[config.mk]
export PLATFORM = sky130hd
export DESIGN_NAME = param_serial_alu_flat
export DESIGN_NICKNAME = d
export VERILOG_FILES = /design/src/rtl/param_serial_alu_if.sv /design/src/rtl/param_serial_alu.sv /design/src/flat_wrapper.sv
export SDC_FILE = /design/constraint.sdc
export NUM_CORES = 1
export LEC_CHECK = 0
export CORE_AREA = 4 4 216 218
export CTS_CLUSTER_DIAMETER = 100
export DETAILED_ROUTE_END_ITERATION = 16
export DIE_AREA = 0 0 220 222
export PLACE_DENSITY = 0.64
export SLEW_MARGIN = 20
export SYNTH_ARGS = -nofsm -noshare
export SYNTH_HDL_FRONTEND = slang
export SYNTH_SLANG_ARGS = --single-unit
[constraint.sdc]
create_clock -name clk -period 5.7 [get_ports clk]
set_input_delay 0.57 -clock clk [delete_from_list [all_inputs] [get_ports clk]]
set_output_delay 0.57 -clock clk [all_outputs]
set_load 0.02 [all_outputs]
[src/rtl/param_serial_alu_if.sv]
// ---------------------------------------------------------------------------
// param_serial_alu_if
// Bundles the load / opcode / execute / readout signals of param_serial_alu.
//   master : drives A, B, ld, opLd, op_in, exe, res_rd; observes the outputs
//   slave  : the ALU side; drives res, res_valid, opnd_full, err, flags
// Parameters: BW = load beat width, OW = result read-port width.
// ---------------------------------------------------------------------------
interface param_serial_alu_if #(
    parameter int BW = 8,
    parameter int OW = 16
);
    logic [BW-1:0] A;
    logic [BW-1:0] B;
    logic          ld;
    logic          opLd;
    logic [5:0]    op_in;
    logic          exe;
    logic          res_rd;
    logic [OW-1:0] res;
    logic          res_valid;
    logic          opnd_full;
    logic          err;
    logic [3:0]    flags;

    modport master (
        output A, B, ld, opLd, op_in, exe, res_rd,
        input  res, res_valid, opnd_full, err, flags
    );

    modport slave (
        input  A, B, ld, opLd, op_in, exe, res_rd,
        output res, res_valid, opnd_full, err, flags
    );
endinterface

[src/rtl/param_serial_alu.sv]
// ---------------------------------------------------------------------------
// param_serial_alu
// Serially loaded ALU: operands arrive as NB beats of BW bits (LSB beat
// first), an opcode is latched separately, exe computes a DW-bit result in
// one cycle, and the result is read out OW bits at a time.
// Ports:
//   clk  - clock, all state changes on the rising edge
//   rst  - synchronous active-high reset
//   bus  - param_serial_alu_if.slave (load beats, opcode, exe, readout,
//          status outputs res/res_valid/opnd_full/err/flags)
// flags = {neg, ovf, carry, zero} of the last accepted exe.
// ---------------------------------------------------------------------------
module param_serial_alu #(
    parameter int DW = 32,
    parameter int BW = 8,
    parameter int OW = 16
) (
    input  logic                 clk,
    input  logic                 rst,
    param_serial_alu_if.slave    bus
);
    localparam int NB = DW / BW;
    localparam int NR = DW / OW;
    localparam int SW = $clog2(DW);
    localparam int CW = (NB > 1) ? $clog2(NB) : 1;
    localparam int RW = (NR > 1) ? $clog2(NR) : 1;

    logic [CW-1:0] ld_cnt_r;
    logic [DW-1:0] opa_r;
    logic [DW-1:0] opb_r;
    logic [5:0]    op_r;
    logic [DW-1:0] result_r;
    logic [3:0]    flags_r;
    logic [RW-1:0] rd_idx_r;
    logic [OW-1:0] res_r;
    logic          res_valid_r;
    logic          opnd_full_r;
    logic          err_r;

    logic          op_valid_s;
    logic          is_imm_s;
    logic [5:0]    base_op_s;
    logic [DW-1:0] eff_b_s;
    logic [SW-1:0] shamt_s;
    logic [DW:0]   sum_s;
    logic [DW:0]   diff_s;
    logic [DW-1:0] alu_res_s;
    logic          carry_s;
    logic          ovf_s;
    logic          accept_s;
    logic          ld_first_s;
    logic          ld_last_s;
    logic [RW-1:0] rd_next_s;

    // Opcode decode: 9..17 are immediate variants of 0..8, 18+ are invalid.
    always_comb begin
        op_valid_s = (op_r < 6'd18);
        is_imm_s   = (op_r >= 6'd9);
        if (is_imm_s) begin
            base_op_s = op_r - 6'd9;
        end else begin
            base_op_s = op_r;
        end
    end

    // Effective B operand: immediate forms sign-extend the low beat of opB.
    always_comb begin
        if (is_imm_s) begin
            eff_b_s = DW'($signed(opb_r[BW-1:0]));
        end else begin
            eff_b_s = opb_r;
        end
        shamt_s = eff_b_s[SW-1:0];
    end

    // ALU datapath and carry/overflow generation.
    always_comb begin
        sum_s     = {1'b0, opa_r} + {1'b0, eff_b_s};
        // Top bit of the widened difference is the unsigned borrow (opA < B).
        diff_s    = {1'b0, opa_r} - {1'b0, eff_b_s};
        alu_res_s = {DW{1'b0}};
        carry_s   = 1'b0;
        ovf_s     = 1'b0;
        case (base_op_s)
            6'd0: begin
                alu_res_s = sum_s[DW-1:0];
                carry_s   = sum_s[DW];
                ovf_s     = (opa_r[DW-1] == eff_b_s[DW-1]) &&
                            (sum_s[DW-1] != opa_r[DW-1]);
            end
            6'd1: begin
                alu_res_s = diff_s[DW-1:0];
                carry_s   = diff_s[DW];
                ovf_s     = (opa_r[DW-1] != eff_b_s[DW-1]) &&
                            (diff_s[DW-1] != opa_r[DW-1]);
            end
            6'd2:    alu_res_s = opa_r & eff_b_s;
            6'd3:    alu_res_s = opa_r | eff_b_s;
            6'd4:    alu_res_s = opa_r ^ eff_b_s;
            6'd5:    alu_res_s = ~opa_r;
            6'd6:    alu_res_s = opa_r << shamt_s;
            6'd7:    alu_res_s = $signed(opa_r) >>> shamt_s;
            6'd8:    alu_res_s = opa_r >> shamt_s;
            default: alu_res_s = {DW{1'b0}};
        endcase
    end

    // Control strobes shared by the register blocks below.
    always_comb begin
        accept_s   = bus.exe && opnd_full_r && op_valid_s;
        ld_first_s = bus.ld && (ld_cnt_r == {CW{1'b0}});
        ld_last_s  = bus.ld && (ld_cnt_r == CW'(NB - 1));
        if (rd_idx_r == RW'(NR - 1)) begin
            rd_next_s = {RW{1'b0}};
        end else begin
            rd_next_s = rd_idx_r + 1'b1;
        end
    end

    // Operand beat loader; exe on the same edge still sees the old operands.
    always_ff @(posedge clk) begin
        if (rst) begin
            ld_cnt_r <= {CW{1'b0}};
            opa_r    <= {DW{1'b0}};
            opb_r    <= {DW{1'b0}};
        end else if (bus.ld) begin
            opa_r[ld_cnt_r*BW +: BW] <= bus.A;
            opb_r[ld_cnt_r*BW +: BW] <= bus.B;
            if (ld_last_s) begin
                ld_cnt_r <= {CW{1'b0}};
            end else begin
                ld_cnt_r <= ld_cnt_r + 1'b1;
            end
        end
    end

    // Opcode register; reset value is ADD.
    always_ff @(posedge clk) begin
        if (rst) begin
            op_r <= 6'd0;
        end else if (bus.opLd) begin
            op_r <= bus.op_in;
        end
    end

    // Result capture and chunked readout; an accepted exe restarts at chunk 0.
    always_ff @(posedge clk) begin
        if (rst) begin
            result_r <= {DW{1'b0}};
            flags_r  <= 4'd0;
            rd_idx_r <= {RW{1'b0}};
            res_r    <= {OW{1'b0}};
        end else if (accept_s) begin
            result_r <= alu_res_s;
            flags_r  <= {alu_res_s[DW-1], ovf_s, carry_s, (alu_res_s == {DW{1'b0}})};
            rd_idx_r <= {RW{1'b0}};
            res_r    <= alu_res_s[OW-1:0];
        end else if (bus.res_rd && res_valid_r) begin
            rd_idx_r <= rd_next_s;
            res_r    <= result_r[rd_next_s*OW +: OW];
        end
    end

    // Status bits; a first-beat load invalidates the held result even if exe
    // is accepted on the same edge.
    always_ff @(posedge clk) begin
        if (rst) begin
            res_valid_r <= 1'b0;
            opnd_full_r <= 1'b0;
            err_r       <= 1'b0;
        end else begin
            err_r <= bus.exe && !accept_s;
            if (ld_last_s) begin
                opnd_full_r <= 1'b1;
            end else if (ld_first_s) begin
                opnd_full_r <= 1'b0;
            end
            if (ld_first_s) begin
                res_valid_r <= 1'b0;
            end else if (accept_s) begin
                res_valid_r <= 1'b1;
            end
        end
    end

    assign bus.res       = res_r;
    assign bus.res_valid = res_valid_r;
    assign bus.opnd_full = opnd_full_r;
    assign bus.err       = err_r;
    assign bus.flags     = flags_r;

endmodule

[src/flat_wrapper.sv]
// flat-port wrapper written by rule: the top's interface ports become plain ports
module param_serial_alu_flat 
#(
    parameter int DW = 32,
    parameter int BW = 8,
    parameter int OW = 16
)
  (clk, rst, bus_A, bus_B, bus_ld, bus_opLd, bus_op_in, bus_exe, bus_res_rd, bus_res, bus_res_valid, bus_opnd_full, bus_err, bus_flags);
  param_serial_alu_if #(.BW(BW), .OW(OW)) bus_i ();
  input  logic clk;
  input  logic rst;
  input wire logic [$bits(bus_i.A)-1:0] bus_A;
  input wire logic [$bits(bus_i.B)-1:0] bus_B;
  input wire logic [$bits(bus_i.ld)-1:0] bus_ld;
  input wire logic [$bits(bus_i.opLd)-1:0] bus_opLd;
  input wire logic [$bits(bus_i.op_in)-1:0] bus_op_in;
  input wire logic [$bits(bus_i.exe)-1:0] bus_exe;
  input wire logic [$bits(bus_i.res_rd)-1:0] bus_res_rd;
  output wire logic [$bits(bus_i.res)-1:0] bus_res;
  output wire logic [$bits(bus_i.res_valid)-1:0] bus_res_valid;
  output wire logic [$bits(bus_i.opnd_full)-1:0] bus_opnd_full;
  output wire logic [$bits(bus_i.err)-1:0] bus_err;
  output wire logic [$bits(bus_i.flags)-1:0] bus_flags;
  assign bus_i.A = bus_A;
  assign bus_i.B = bus_B;
  assign bus_i.ld = bus_ld;
  assign bus_i.opLd = bus_opLd;
  assign bus_i.op_in = bus_op_in;
  assign bus_i.exe = bus_exe;
  assign bus_i.res_rd = bus_res_rd;
  assign bus_res = bus_i.res;
  assign bus_res_valid = bus_i.res_valid;
  assign bus_opnd_full = bus_i.opnd_full;
  assign bus_err = bus_i.err;
  assign bus_flags = bus_i.flags;
  param_serial_alu #(.DW(DW), .BW(BW), .OW(OW)) u_core (.clk(clk), .rst(rst), .bus(bus_i));
endmodule
; Word level (Yosys, flattened, before mapping)
; Cells that the tools add are included.
[totals]
reg_bits = 128
elab_cells = 72
[classes]
n_mux = 13
shifts = 7
add_sub_neg = 6
n_lt_le_gt_ge = 2
n_reduce_logical = 16
bitwise_logic = 4
n_eq_ne = 13
[ops]
columns = cell, count
row1 = $pmux W32 S9, 1
row2 = $shiftx A8 B34 Y32, 2
row3 = $bwmux W32, 2
row4 = $neg A5 Y34, 1
row5 = $shift A8 B34 Y32 const A, 1
row6 = $add A32 B32 Y33, 1
row7 = $sub A32 B32 Y33, 1
row8 = $and A32 B32 Y32, 1
row9 = $logic_not A32 Y1, 1
row10 = $mux W16, 2
row11 = $mux W32, 1
row12 = $not A32 Y32, 1
row13 = $or A32 B32 Y32, 1
row14 = $shiftx A32 B6 Y16, 1
row15 = $shl A32 B5 Y32, 1
row16 = $shr A32 B5 Y32, 1
row17 = $sshr A32 B5 Y32, 1
row18 = $xor A32 B32 Y32, 1
row19 = $eq A6 B3 Y1 const B, 4
row20 = $eq A6 B2 Y1 const B, 2
row21 = $logic_and A1 B1 Y1, 8
row22 = $eq A6 B1 Y1 const B, 1
row23 = $eq A6 B4 Y1 const B, 1
row24 = $ge A6 B4 Y1 const B, 1
row25 = 16 further kinds, 23

; Depth between registers and ports, before layout
[logic_depth]
depth_word = 6
mapped_depth = 24
ltp_nobuf = 20

; Worst setup path before layout
; OpenSTA, ideal clock, no wires.
[synth_path]
kind = register to register
start = reg u_core.op_r[1]
end = reg u_core.flags_r[0] (netlist: u_core.bus.flags[0])
synth_period_minus_slack_ns = 5.550
t_arrival_ns = 5.432
setup_slack_ns = 0.150
stages_incl_launch_ff = 25
required_time_ns = 5.583
cell_sequence = dfxtp_1 > clkbuf_1 > inv_1 > ha_1 > or3b_1 > buf_2 > a21oi_1 > nor2_1 > clkbuf_1 > a21o_1 > inv_1 > ha_1 > clkbuf_1 > a21o_1 > nor3b_1 > a2111oi_0 > nand2_1 > a31o_2 > a211oi_1 > o21ai_0 > a221oi_1 > mux2i_1 > a21oi_1 > and3_1 > a32o_1
[synth_between]
elab_chain_len = 5
word_cells_on_any_way = 22
classes_between = add/sub: 3 / order compare: 2 / eq/ne: 8 / mux: 3 / bitwise: 3 / reduce/logical: 3
[synth_rtl]
columns = element, line_no
row1 = from (decl), param_serial_alu.sv:31  ; logic [5:0] op_r;
row2 = from (signal assigned), param_serial_alu.sv:142  ; op_r <= bus.op_in;
row3 = $ge A6 B4 Y1 or $sub A6 B4 Y6 (tied branches), "param_serial_alu.sv:58, param_serial_alu.sv:60"
row4 = $mux W32 or $mux W6 (tied branches), "param_serial_alu.sv:68, param_serial_alu.sv:59"
row5 = $sub A32 B32 Y33 (tied with other cells), param_serial_alu.sv:80  ; diff_s = {1'b0, opa_r} - {1'b0, eff_b_s};
row6 = $pmux W32 S9, param_serial_alu.sv:84  ; case (base_op_s)
row7 = $logic_not A32 Y1, param_serial_alu.sv:155  ; flags_r <= {alu_res_s[DW-1], ovf_s, carry_s, (alu_res_s == {DW{1'b0}})};
row8 = to (signal assigned), param_serial_alu.sv:155
row9 = to (decl), param_serial_alu.sv:33  ; logic [3:0] flags_r;
; Several ways; a longest one is shown, not always the timed one.
; A chain may end at the register's enable or synchronous reset.

; Worst setup path in the final report
[layout_path]
start = reg u_core.op_r[0]
end = reg u_core.flags_r[0] (netlist: u_core.bus.flags[0])
; Same word-level chain as after synthesis.

==> metrics.txt <==
run status completed; IO Pins 51; placed cells 2628; DR WL/cell 28.7 um; Util after Layout 38.6%; Post-synth EDFFs 0; Post-synth ARST share 0%; setup TNS 0 ps; power per standard cell area 177 mW/mm^2; final critical-path share of the clock period 95.9%; Critical Path Start u_core.op_r[0]; RR Endpoint u_core.bus.flags[0]; Worst Setup Start Kind flop; Top FF cell, synth dfxtp_1; endpoints failing setup 0; Final Max Tran Viols 0; Synth Net Count 2205; sw frac 38.3%; first-pass GRT wire length 112000 um; Critical Path RT 6090 ps; largest net degree at the start of global routing 93; Sinks on Clock Net 127; post-synthesis sequential area ratio 16.4%; drt first pass iters 6; Area Growth Syn to Fin 12.1%; clock latency on the worst-skew pair 450 ps; Filler cells 4726; relative slew slack 26.4%; clock root cell clkbuf_16; crit path capture type flop; clk_skew 15.2 ps; combinational fraction of design power 37.0%; mean post-synth cell area 7.46 sq um; RD Place Congestion 1.08; CP delay by family, top simple AND/OR/NAND/NOR gates; Hold Crit Depth 2; CTS tree built; drt initial violations 2491; full die area 0.0488 sq mm; r2r setup slk 230 ps; Reg-to-Reg Start u_core.op_r[0]; Die H 222 um; min Tclk post-route 5470 ps; Int Power 1.90 mW; Fin. Hold Viols 0; Layout Cells excl Fill 2662; CTS max path bufs 2; clock buffer count from CTS 17; post-detailed-route DRC marker count 0; min setup slack post-route 235 ps; Tot GR Track Use 30.5%; R2R depth 20; hold endpoint u_core.result_r[4]; Design Area, Final 0.0173 sq mm; H-tree depth 4; Slew @ Worst Pin 1100 ps; hold crit path type flop to flop; min-delay src u_core.result_r[4]; vias in the first global route 16207; initial antenna violation count 1; net switching power 1.18 mW; initial core utilization 34.4%; Syn Std Cell Area 0.0155 sq mm; FMAX 0.183 GHz; via count 17344; final WL 76400 um; HPWL Detailed 59600 um; slowest CP cell nor4_1; antenna viol nets, final 0; max_cap viols 0; # nets final 2181; Port Buffers 50; Min Hold Slack 446 ps; worst path cell trace ha_1 > or3b_1 > a21oi_2 > nor2_1 > buf_4 > buf_4 > a21o_1 > inv_1 > ha_2 > or3_1 > a2111o_1 > nand4_1 > a31oi_1 > nor4_1 > o211ai_1 > nor4_1 > o2111ai_1 > nor2_1 > and4_1 > a32o_1; Clk network pwr share 32.8%; Placement Setup Slack -45.6 ps; share of cells above drive strength 1 13.3%; synth warn 0; Synth cell types 92; critical path class flop to flop; CP max FO 19; clock-pin transition on the worst setup and hold timing paths 60 ps; Die X 220 um; flops & latches, synth 127; Worst IR Drop VDD 0.250 mV; placed cell area 0.0167 sq mm; total power 3.07 mW; Critical path buffers and inverters 3; CP max stage delay 580 ps; # rows 78; Syn Inst Count 2071; Sequential Power Share 30.3%; CP Data Arrival Time 5850 ps; Avg Vias per Cell 6.52; Overflow after GRT 0; leakage power 6.40 nW; CORE AREA 0.0449 sq mm
==> cells in the final DEF (no fill, tap or decap), types with 10 or more instances in the layout <==
cell | Yosys | final
a22oi_1 | 74 | 74
nand3_1 | 22 | 22
a211o_1 | 10 | 10
o221ai_1 | 14 | 14
clkbuf_16 | 0 | 17
o211ai_1 | 25 | 25
mux4_2 | 63 | 63
dfxtp_1 | 127 | 121
and3_1 | 12 | 12
nand2_1 | 189 | 189
a21oi_1 | 132 | 131
nand4_1 | 11 | 11
inv_1 | 97 | 96
o22ai_1 | 33 | 33
o21a_1 | 11 | 11
a21o_1 | 45 | 45
nand2b_1 | 19 | 19
a31oi_1 | 16 | 16
nor3_1 | 51 | 50
nor2_1 | 270 | 268
o21bai_1 | 10 | 10
mux2i_1 | 58 | 58
a221oi_1 | 20 | 18
buf_4 | 11 | 100
clkdlybuf4s50_1 | 0 | 49
nor2b_1 | 17 | 17
a211oi_1 | 58 | 56
mux2_2 | 18 | 18
ha_1 | 104 | 102
o21ai_0 | 133 | 132
nor4_1 | 17 | 16
==> tightest hold or removal path, delay by kind of cell, from the launching register on <==
kind	cells	cell delay [ps]
simple gates	2	90
flops	1	310
==> layer usage <==
metal / up-vias / global-route usage [%] / routed length, um / share of wire (%)
met5: - / 0 / 0 / 0
met4: 0 / 10.7 / 2860 / 3.7
met3: 159 / 6.69 / 7450 / 9.7
met2: 983 / 45.8 / 33500 / 44
met1: 8525 / 42.9 / 32600 / 43
li1: 7677 / - / - / -
==> synthesized netlist by cell type, drive strengths merged (45+ instances only) <==
cell / instances / area share [%]
nor2: 270 / 6.6
a211oi: 59 / 2.9
a22oi: 74 / 3.6
ha: 104 / 8.4
dfxtp: 127 / 16
a21o: 45 / 2.2
a21oi: 133 / 4.3
buf: 65 / 2.3
o21ai: 138 / 4.5
mux4: 63 / 9.2
nor3: 51 / 1.7
inv: 99 / 2.4
clkbuf: 130 / 3.2
nand2: 189 / 4.6
mux2i: 58 / 3.8
==> layout make-up <==
| type | instances | area (sq um) | area share [%] |
|---|---|---|---|
| multi-input combinational | 1649 | 11800 | 68.1 |
| sequential | 127 | 2560 | 14.8 |
| timing repair buffer | 152 | 1300 | 7.51 |
| tap | 600 | 751 | 4.33 |
| clock buffer | 20 | 447 | 2.58 |
| inverter | 100 | 375 | 2.17 |
| clock inverter | 12 | 93.8 | 0.542 |
| antenna | 2 | 5.00 | 0.0289 |
==> cell families after synthesis <==
family	count (synthesis)	synth area share, %
compound gates	725	32.6
simple gates	668	19.5
buf+inv	295	7.91
mux	139	14.2
flops	127	16.4
fa+ha+maj	106	8.68
xor+xnor	11	0.623
==> power groups by stage <==
stage / Clock [mW] / Combinational, mW / Sequential (mW)
floorplan: 0 / 0.731 / 0.929
global placement: 0 / 1.08 / 0.946
detailed placement: 0 / 1.08 / 0.947
CTS: 1.03 / 1.09 / 0.928
global route: 1.06 / 1.20 / 0.931
finish: 1.01 / 1.14 / 0.930
==> what timing repair did <==
action / CTS / global route
setup endpoints to repair: 1 / 8
hold buffers: 0 / 0
buffers inserted: 0 / 0
pin swaps: 0 / 2
resized for setup: 1 / 13
==> worst max path at each step <==
stage                     endpoint  slack [ps]  cells past startpoint
4_1_cts        u_core.bus.flags[0]          80                     21
3_3_place_gp   u_core.bus.flags[0]         160                     20
3_5_place_dp   u_core.bus.flags[0]         -50                     21
5_1_grt        u_core.bus.flags[0]          -8                     20
2_1_floorplan  u_core.bus.flags[0]         150                     24
6_report       u_core.bus.flags[0]         230                     20
==> registers in the layout (all words and copies together), names as in the netlist <==
| signal | count |
|---|---|
| u_core.ld_cnt_r | 2 |
| u_core.bus.err | 1 |
| u_core.bus.res_valid | 1 |
| u_core.rd_idx_r | 1 |
| u_core.op_r | 6 |
| u_core.opa_r | 32 |
| u_core.opb_r | 32 |
| u_core.bus.res | 16 |
| u_core.bus.opnd_full | 1 |
| u_core.result_r | 31 |
| u_core.bus.flags | 4 |
Note: power is estimated with default switching activity, not from simulation.
